**src/rtl/mem_stage_pkg.sv**
```systemverilog
// rtl/mem_stage_pkg.sv - shared widths, memory access codes and state encodings for the MEM stage
package mem_stage_pkg;

    // Datapath widths shared with the rest of the pipeline
    localparam int ADDR_W      = 32;
    localparam int WORD_W      = 32;
    localparam int INSTR_W     = 32;
    localparam int REG_IDX_W   = 5;
    localparam int DEST_SRC_W  = 2;
    localparam int MEM_COUNT_W = 2;

    // Instruction bit that selects zero extension for loads
    localparam int INSTR_UNSIGNED_BIT = 14;

    // Writeback source select value meaning "no register write"
    localparam logic [DEST_SRC_W-1:0] DEST_SRC_NONE = '0;

    // Access size of a memory operation
    typedef enum logic [MEM_COUNT_W-1:0] {
        MEM_COUNT_NONE = 2'd0,
        MEM_COUNT_BYTE = 2'd1,
        MEM_COUNT_HALF = 2'd2,
        MEM_COUNT_WORD = 2'd3
    } mem_count_t;

    // Stage control states
    typedef enum logic {
        MEM_ST_IDLE = 1'b0,
        MEM_ST_BUSY = 1'b1
    } mem_state_t;

    // A halfword must sit on an even address, a word on a multiple of four
    function automatic logic is_misaligned(input mem_count_t count, input logic [1:0] addr_lo);
        logic mis;
        mis = 1'b0;
        case (count)
            MEM_COUNT_HALF: mis = addr_lo[0];
            MEM_COUNT_WORD: mis = (addr_lo != 2'b00);
            default:        mis = 1'b0;
        endcase
        return mis;
    endfunction

endpackage

```
**src/rtl/mem_stage_load_align.sv**
```systemverilog
// rtl/mem_stage_load_align.sv - selects the addressed lane of a read word and sign/zero extends it
module mem_stage_load_align
    import mem_stage_pkg::*;
(
    input  logic [WORD_W-1:0] rd_word,
    input  logic [1:0]        addr_lo,
    input  mem_count_t        count,
    input  logic              is_unsigned,
    output logic [WORD_W-1:0] data
);

    logic [WORD_W-1:0] lane;

    // Shift the addressed byte lane down to bit 0, then extend by access size
    always_comb begin
        lane = rd_word >> {addr_lo, 3'b000};
        data = rd_word;
        case (count)
            MEM_COUNT_BYTE: begin
                if (is_unsigned) data = {{(WORD_W-8){1'b0}}, lane[7:0]};
                else             data = {{(WORD_W-8){lane[7]}}, lane[7:0]};
            end
            MEM_COUNT_HALF: begin
                if (is_unsigned) data = {{(WORD_W-16){1'b0}}, lane[15:0]};
                else             data = {{(WORD_W-16){lane[15]}}, lane[15:0]};
            end
            default: data = rd_word;
        endcase
    end

endmodule

```
**src/rtl/mem_stage.sv**
```systemverilog
// rtl/mem_stage.sv - MEM pipeline stage: registers EX results, runs data memory handshake, aligns loads
module mem_stage
    import mem_stage_pkg::*;
#(
    parameter int DMEM_BE_W = 4
) (
    input  logic                   clk,
    input  logic                   clr,
    input  logic                   i_stall,
    input  logic [ADDR_W-1:0]      i_pc,
    input  logic [INSTR_W-1:0]     i_instr,
    input  logic [DEST_SRC_W-1:0]  i_dest_src,
    input  logic [REG_IDX_W-1:0]   i_dest_reg,
    input  logic [WORD_W-1:0]      i_alu_eval,
    input  logic [ADDR_W-1:0]      i_mem_req_addr,
    input  logic [WORD_W-1:0]      i_mem_req_wr_data,
    input  logic                   i_mem_req_wr_en,
    input  logic [MEM_COUNT_W-1:0] i_mem_req_count,
    output logic                   o_stall,
    output logic                   o_dmem_valid,
    output logic [ADDR_W-1:0]      o_dmem_addr,
    output logic                   o_dmem_wr_en,
    output logic [WORD_W-1:0]      o_dmem_wr_data,
    output logic [DMEM_BE_W-1:0]   o_dmem_byte_en,
    input  logic                   i_dmem_ready,
    input  logic [WORD_W-1:0]      i_dmem_rd_data,
    output logic [ADDR_W-1:0]      o_pc,
    output logic [INSTR_W-1:0]     o_instr,
    output logic [DEST_SRC_W-1:0]  o_dest_src,
    output logic [REG_IDX_W-1:0]   o_dest_reg,
    output logic [WORD_W-1:0]      o_alu_eval,
    output logic [WORD_W-1:0]      o_mem_data,
    output logic                   o_misaligned
);

    mem_state_t         state;
    logic [ADDR_W-1:0]  r_addr;
    logic [WORD_W-1:0]  r_wr_data;
    logic               r_wr_en;
    mem_count_t         r_count;

    mem_count_t         in_count;
    logic               in_misaligned;
    logic               in_is_access;
    logic [WORD_W-1:0]  load_data;
    logic               busy;

    // Classify the op presented by EX so capture can decide whether to start an access
    always_comb begin
        in_count      = mem_count_t'(i_mem_req_count);
        in_misaligned = is_misaligned(in_count, i_mem_req_addr[1:0]);
        in_is_access  = (in_count != MEM_COUNT_NONE) && !in_misaligned;
    end

    mem_stage_load_align u_load_align (
        .rd_word     (i_dmem_rd_data),
        .addr_lo     (r_addr[1:0]),
        .count       (r_count),
        .is_unsigned (r_instr_unsigned()),
        .data        (load_data)
    );

    function automatic logic r_instr_unsigned();
        return o_instr[INSTR_UNSIGNED_BIT];
    endfunction

    // Capture EX results when idle, then hold them while the memory access is outstanding
    always_ff @(posedge clk) begin
        if (clr) begin
            state        <= MEM_ST_IDLE;
            r_addr       <= '0;
            r_wr_data    <= '0;
            r_wr_en      <= 1'b0;
            r_count      <= MEM_COUNT_NONE;
            o_pc         <= '0;
            o_instr      <= '0;
            o_dest_src   <= DEST_SRC_NONE;
            o_dest_reg   <= '0;
            o_alu_eval   <= '0;
            o_mem_data   <= '0;
            o_misaligned <= 1'b0;
        end else begin
            case (state)
                MEM_ST_IDLE: begin
                    if (!i_stall) begin
                        r_addr       <= i_mem_req_addr;
                        r_wr_data    <= i_mem_req_wr_data;
                        r_wr_en      <= i_mem_req_wr_en;
                        r_count      <= in_count;
                        o_pc         <= i_pc;
                        o_instr      <= i_instr;
                        o_dest_reg   <= i_dest_reg;
                        o_alu_eval   <= i_alu_eval;
                        o_misaligned <= in_misaligned;
                        // A faulting op must not write back anything
                        o_dest_src   <= in_misaligned ? DEST_SRC_NONE : i_dest_src;
                        if (in_is_access) begin
                            state <= MEM_ST_BUSY;
                        end
                    end
                end
                MEM_ST_BUSY: begin
                    if (i_dmem_ready) begin
                        state <= MEM_ST_IDLE;
                        if (!r_wr_en) begin
                            o_mem_data <= load_data;
                        end
                    end
                end
                default: state <= MEM_ST_IDLE;
            endcase
        end
    end

    // Request fields derive only from registered state so they stay stable across BUSY
    always_comb begin
        busy           = (state == MEM_ST_BUSY);
        o_stall        = busy;
        o_dmem_valid   = busy;
        o_dmem_wr_en   = busy && r_wr_en;
        o_dmem_addr    = {r_addr[ADDR_W-1:2], 2'b00};
        o_dmem_byte_en = '0;
        o_dmem_wr_data = r_wr_data;
        case (r_count)
            MEM_COUNT_BYTE: begin
                o_dmem_byte_en = DMEM_BE_W'(1) << r_addr[1:0];
                o_dmem_wr_data = {4{r_wr_data[7:0]}};
            end
            MEM_COUNT_HALF: begin
                o_dmem_byte_en = DMEM_BE_W'(3) << r_addr[1:0];
                o_dmem_wr_data = {2{r_wr_data[15:0]}};
            end
            MEM_COUNT_WORD: begin
                o_dmem_byte_en = '1;
                o_dmem_wr_data = r_wr_data;
            end
            default: begin
                o_dmem_byte_en = '0;
                o_dmem_wr_data = r_wr_data;
            end
        endcase
    end

endmodule

```
**config.mk**
```make
export PLATFORM = sky130hd
export DESIGN_NAME = mem_stage
export DESIGN_NICKNAME = d
export VERILOG_FILES = /design/src/rtl/mem_stage_pkg.sv /design/src/rtl/mem_stage_load_align.sv /design/src/rtl/mem_stage.sv
export SDC_FILE = /design/constraint.sdc
export NUM_CORES = 1
export LEC_CHECK = 0
export CAP_MARGIN = 20
export CORE_AREA = 3 3 157 159
export DETAILED_ROUTE_END_ITERATION = 7
export DIE_AREA = 0 0 160 162
export DONT_BUFFER_PORTS = 1
export SLEW_MARGIN = 40
export SYNTH_ARGS = -nofsm -noshare
export SYNTH_HDL_FRONTEND = slang
export SYNTH_SLANG_ARGS = --single-unit
```
**constraint.sdc**
```tcl
create_clock -name clk -period 2.2 [get_ports clk]
set_input_delay 0.22 -clock clk [delete_from_list [all_inputs] [get_ports clk]]
set_output_delay 0.22 -clock clk [all_outputs]
set_load 0.1 [all_outputs]
```
# After elaboration in Yosys (flattened, before gate mapping)
# Index checks and enable logic that the tools add are counted.
# word_totals
register_bits	204
inputBits	206
out_inout_bits	207
word_cells	41
# classes
eq_ne	5
shifts	3
muxes	11
bitwise_logic	3
reduce_logical	7
# op_table
operator	n
case mux 32 bit (2 select lines)	2
2-to-1 mux 32 bit	2
right shift 32 x 5 -> 16 bit	1
case mux 4 bit (3 select lines)	1
equality test 2 bit (second input constant)	4
case mux 1 bit (2 select lines)	2
nonzero test 2 bit	2
<< shifter 1 x 2 -> 4 bit (first input constant)	1
<< shifter 2 x 2 -> 4 bit (first input constant)	1
2-to-1 mux 1 bit	3
inverter 1 bit	3
AND reduction 3 bit	1
equality test 2 x 1 -> 1 bit (second input constant)	1
logical AND 1 bit	2
2-to-1 mux 2 bit	1
AND reduction 2 bit	1
logical NOT 1 bit	1

# Depth between registers and ports, before layout
# logic_depth
ltp_word	7
ltp_mapped	8
ltp_nobuf	6

# Cells and area by module
# From an unflattened synthesis, not the netlist that was laid out.
# hier_totals
hier_cells	1158
area_unflattened_um2	8669.6
# modules_own_cells
module	instances	cells_each	area_per_inst_um2	seq_area_each_um2
mem_stage	1	1019	7790.0	4083.9
mem_stage_load_align	1	139	879.6	0.0

# Worst setup path before layout
# No wires, ideal clock.
# synth_timing
path_kind	register -> output
startpoint	register r_count[0]
endpoint	output o_dmem_wr_data[16]
arrival_time_ns	2.908
path_slack_ns	-0.928
path_stages_with_launch	7
path_buffers	2
path_cell_list	dfxtp_1 -> inv_1 -> ha_1 -> clkbuf_1 -> clkbuf_1 -> nand2_1 -> o22ai_1
# synth_via
elab_chain_len	2
word_cells_on_any_way	3
classes_between	2 x eq/ne; 1 x mux
# synth_rtl
item	line_no	rtl
start, declared	mem_stage.sv:40	mem_count_t r_count;
start signal, assigned	mem_stage.sv:89	r_count <= in_count;
equality test 2 bit / equality test 2 x 1 -> 1 bit (equally long branches)	mem_stage.sv:124	case (r_count)
case mux 32 bit (2 select lines) (*)	mem_stage.sv:124	
end, declared	mem_stage.sv:23	output logic [WORD_W-1:0] o_dmem_wr_data,
# Every way passes the cells marked *; elsewhere a longest branch is shown, timed or not.

# Worst setup path after layout
# layout_timing
startpoint	register r_count[1]
endpoint	output o_dmem_wr_data[21]
# The elaborated chain is that of the path after synthesis.

==> impl_results.md <==
- Status: finished clean
- Post-synth EDFFs: 0
- Crit path time final: around 2.1 ns
- Critical path arrival: approximately 1.9 ns
- Slowest stage cell, crit path: dfxtp_4
- Num ports: a little over 400
- R2R depth: 6
- CTS sink cnt: 204
- Cell count after synthesis: 1103
- GRT Total Usage: about a quarter
- CP Class: reg -> out
- Final ANT Viol Nets: 0
- Max-slew violations: 0
- Vias in the first global route: roughly 9100
- Peak supply drop: around 800 uV
- Power Density: between 800 and 900 mW/mm^2
- Yosys cell types: 47
- FF-to-FF Start: r_count[1]
- Final core occ: a little under 60%
- Share of post-route cells with drive strength above 1: about a quarter
- DR iter-0 viols: between 600 and 700
- Endpoint class of the critical path: output port
- Clock transition at the registers of the reported paths: approximately 0.060 ns
- Port Buf Inserts: 0
- Root Driver: clkbuf_16
- Worst R2R End: o_mem_data[7]
- Max-cap violations: 0
- CP Cell Sequence: inv_4 -> ha_4 -> buf_16 -> nand2_1 -> o22ai_4 -> buf_12
- Max stage delay on crit path: about 0.39 ns
- Clock insertion delay at the later pin of the skew report: ~0.5 ns
- Sequential share of the synthesized area: 47.5%
- Hold Path Origin: i_dmem_rd_data[16]
- Placed inst area: 0.0107 sq mm
- Row count: between 50 and 60
- Startpoint types: register
- Register-to-register setup slack: 0.15 ns
- Die Area: around 0.026 sq mm
- Post-Syn Area: 0.00860 sq mm
- Post-route cell area: between 0.01 and 0.015 sq mm
- # nets final: approximately 1600
- Hold Path Sink: o_mem_data[8]
- Largest net degree at the start of global routing: 129
- Clk buf depth: 3
- Synth warnings: 0
- Post-synth top area cell: dfxtp_1
- Crit path max fanout: 16
- WP data required: around 2.0 ns
- Count of final setup violators: 0
- Diode count: 0
- Final hold viol count: 0
- Syn avg cell area: ~8 sq um
- DP HPWL: around 21000 um
- Post-DR vias/cell: just over 5
- Final wirelength: 33200 um
- Worst-Margin Slew: 0.550 ns
- Syn-to-layout area delta: 58.8%
- Die width: 160 um
- Via count: approximately 9000
- Leakage: roughly 5.7 nW
- Ranking of synthesized cells by area: dfxtp_1, nand2_1, a21oi_1
- WHS Path Cells: 3
- Core ar.: ~0.023 sq mm
- Async S/R FF share, synth: 0%
- Part of the cycle the worst path needs: a little under 100%
- First-pass GRT wire length: 50500 um
- Worst Clk Skew: between 0.01 and 0.015 ns
- Slew HR: around 63%
- Post-synth top flop: dfxtp_1
- Total gr overflow: 0
- Initial DRT Pass Iterations: 5
- Top-area cell type share of the netlist area: a little under half
- TritonCTS clock tree: yes
- Fmax achieved: 467 MHz
- Gpl congestion: 0.864
- CTS buffer count: 23
- Die height: around 160 um
- Starting density of the core: between 30% and 40%
- #FFs+latches synth: 204
- DRC: 0
- Routed WL per cell: between 15 and 20 um
- Unrepaired setup endpoints after global routing: true
- Antenna violations before repair: 1
- HP Class: in -> reg
- H-tree depth: 1
power by group:
part	switching, mW	total (mW)	internal (mW)
Clock	1.50	3.60	2.10
Sequential	0.116	4.03	3.91
Combinational	2.57	3.60	1.03
timing repair:
action | CTS | global route
setup endpoints to repair | 28 | 15
hold buffers | 204 | 0
pin swaps | 4 | 2
gates resized for setup | 34 | 6
gates cloned | 1 | 0
hold endpoints to repair | 204 | 0
buffers inserted | 3 | 5
layout by cell type (no fill, tap or decap), types with 3 or more instances in the layout:
master           n
o31a_1           7
o2bb2ai_1        7
nor2b_1         14
buf_12          35
nor4_1           6
dfxtp_1        200
a21oi_4          8
o22ai_4          8
inv_2            3
clkbuf_1         9
nand2_1        355
nor3_1          16
a21oi_1        172
nand3b_1        12
a22oi_2          8
o21a_1           8
clkbuf_16       23
inv_1            9
a2111oi_2        7
o31ai_1          7
nor2_1          57
buf_4          192
nand3_1          3
dlygate4sd3_1  203
nor2_4           6
a22o_2           8
ha_4             3
nand2b_1         4
nor4_2          10
logic make-up after synthesis:
family	count (synthesis)	share of synthesized area (%)
and+or+nand+nor	492	24.3
buffers and inverters	143	8.54
AOI/OAI and AO/OA	256	18.5
muxes	2	0.422
adders and majority gates	5	0.727
DFF	204	47.5
other	1	0.0436
worst max-delay path by stage:
stage	startpoint	end	slack, ns	cells past startpoint
6_report	r_count[1]	o_dmem_wr_data[21]	0.06	6
5_1_grt	r_count[0]	o_dmem_byte_en[2]	-0.03	8
4_1_cts	r_count[1]	o_dmem_wr_data[22]	-0.0003	6
3_5_place_dp	r_count[1]	o_mem_data[14]	0.16	6
3_3_place_gp	r_count[1]	o_mem_data[8]	0.26	6
2_1_floorplan	r_count[0]	o_dmem_wr_data[22]	0.01	6
critical path, delay by kind of cell, from the launching register on:
family | cells | cell delay, ns
compound gates | 1 | 0.15
simple gates | 1 | 0.11
buf+inv | 3 | 0.40
fa+ha+maj | 1 | 0.36
flops | 1 | 0.39
synthesized netlist by cell type, types with 5 or more instances:
master and n:
o22ai_1 8, buf_2 23, ha_1 5, a22o_1 8
o2bb2ai_1 7, clkbuf_1 60, o31a_1 7, a21oi_1 181
o31ai_1 7, buf_4 43, nand2_1 356, nand2b_1 5
nand3b_1 12, nor4_2 10, a22oi_1 8, dfxtp_1 204
a2111oi_2 7, nor2_1 63, inv_1 11, nor4_1 6
o21a_1 8, nor2b_1 14, nor3_1 16
metrics by stage:
stage / total power [mW] / hold WS, ns / setup TNS, ns / instances / setup WS [ns]
global route: 11.6 / 0.0346 / -0.0716 / 1765 / -0.0259
CTS: 11.3 / 0.00241 / -0.000280 / 1761 / -0.000280
detailed placement: 7.25 / 0.308 / 0 / 1516 / 0.162
global placement: 7.23 / 0.308 / 0 / 1516 / 0.264
floorplan: 6.63 / 0.356 / 0 / 1104 / 0.0117
finish: 11.2 / 0.0256 / 0 / 1765 / 0.0597
layer usage:
layer  track usage [%]  wire [um]
met5                 0         13
met4              11.2       1690
met3              7.09       2870
met2              41.4      16400
met1              27.3      12200
layout make-up:
| cell class | instances | area, sq um |
|---|---|---|
| inverters | 14 | 58.8 |
| clock buffers | 34 | 637 |
| repair buffers | 434 | 4250 |
| fillers | 2017 | 9740 |
| clock inverters | 3 | 43.8 |
| flip-flops and latches | 204 | 4090 |
| well taps | 319 | 399 |
| multi-input cells | 757 | 4180 |
No activity file was read; power rests on OpenSTA's default activity.
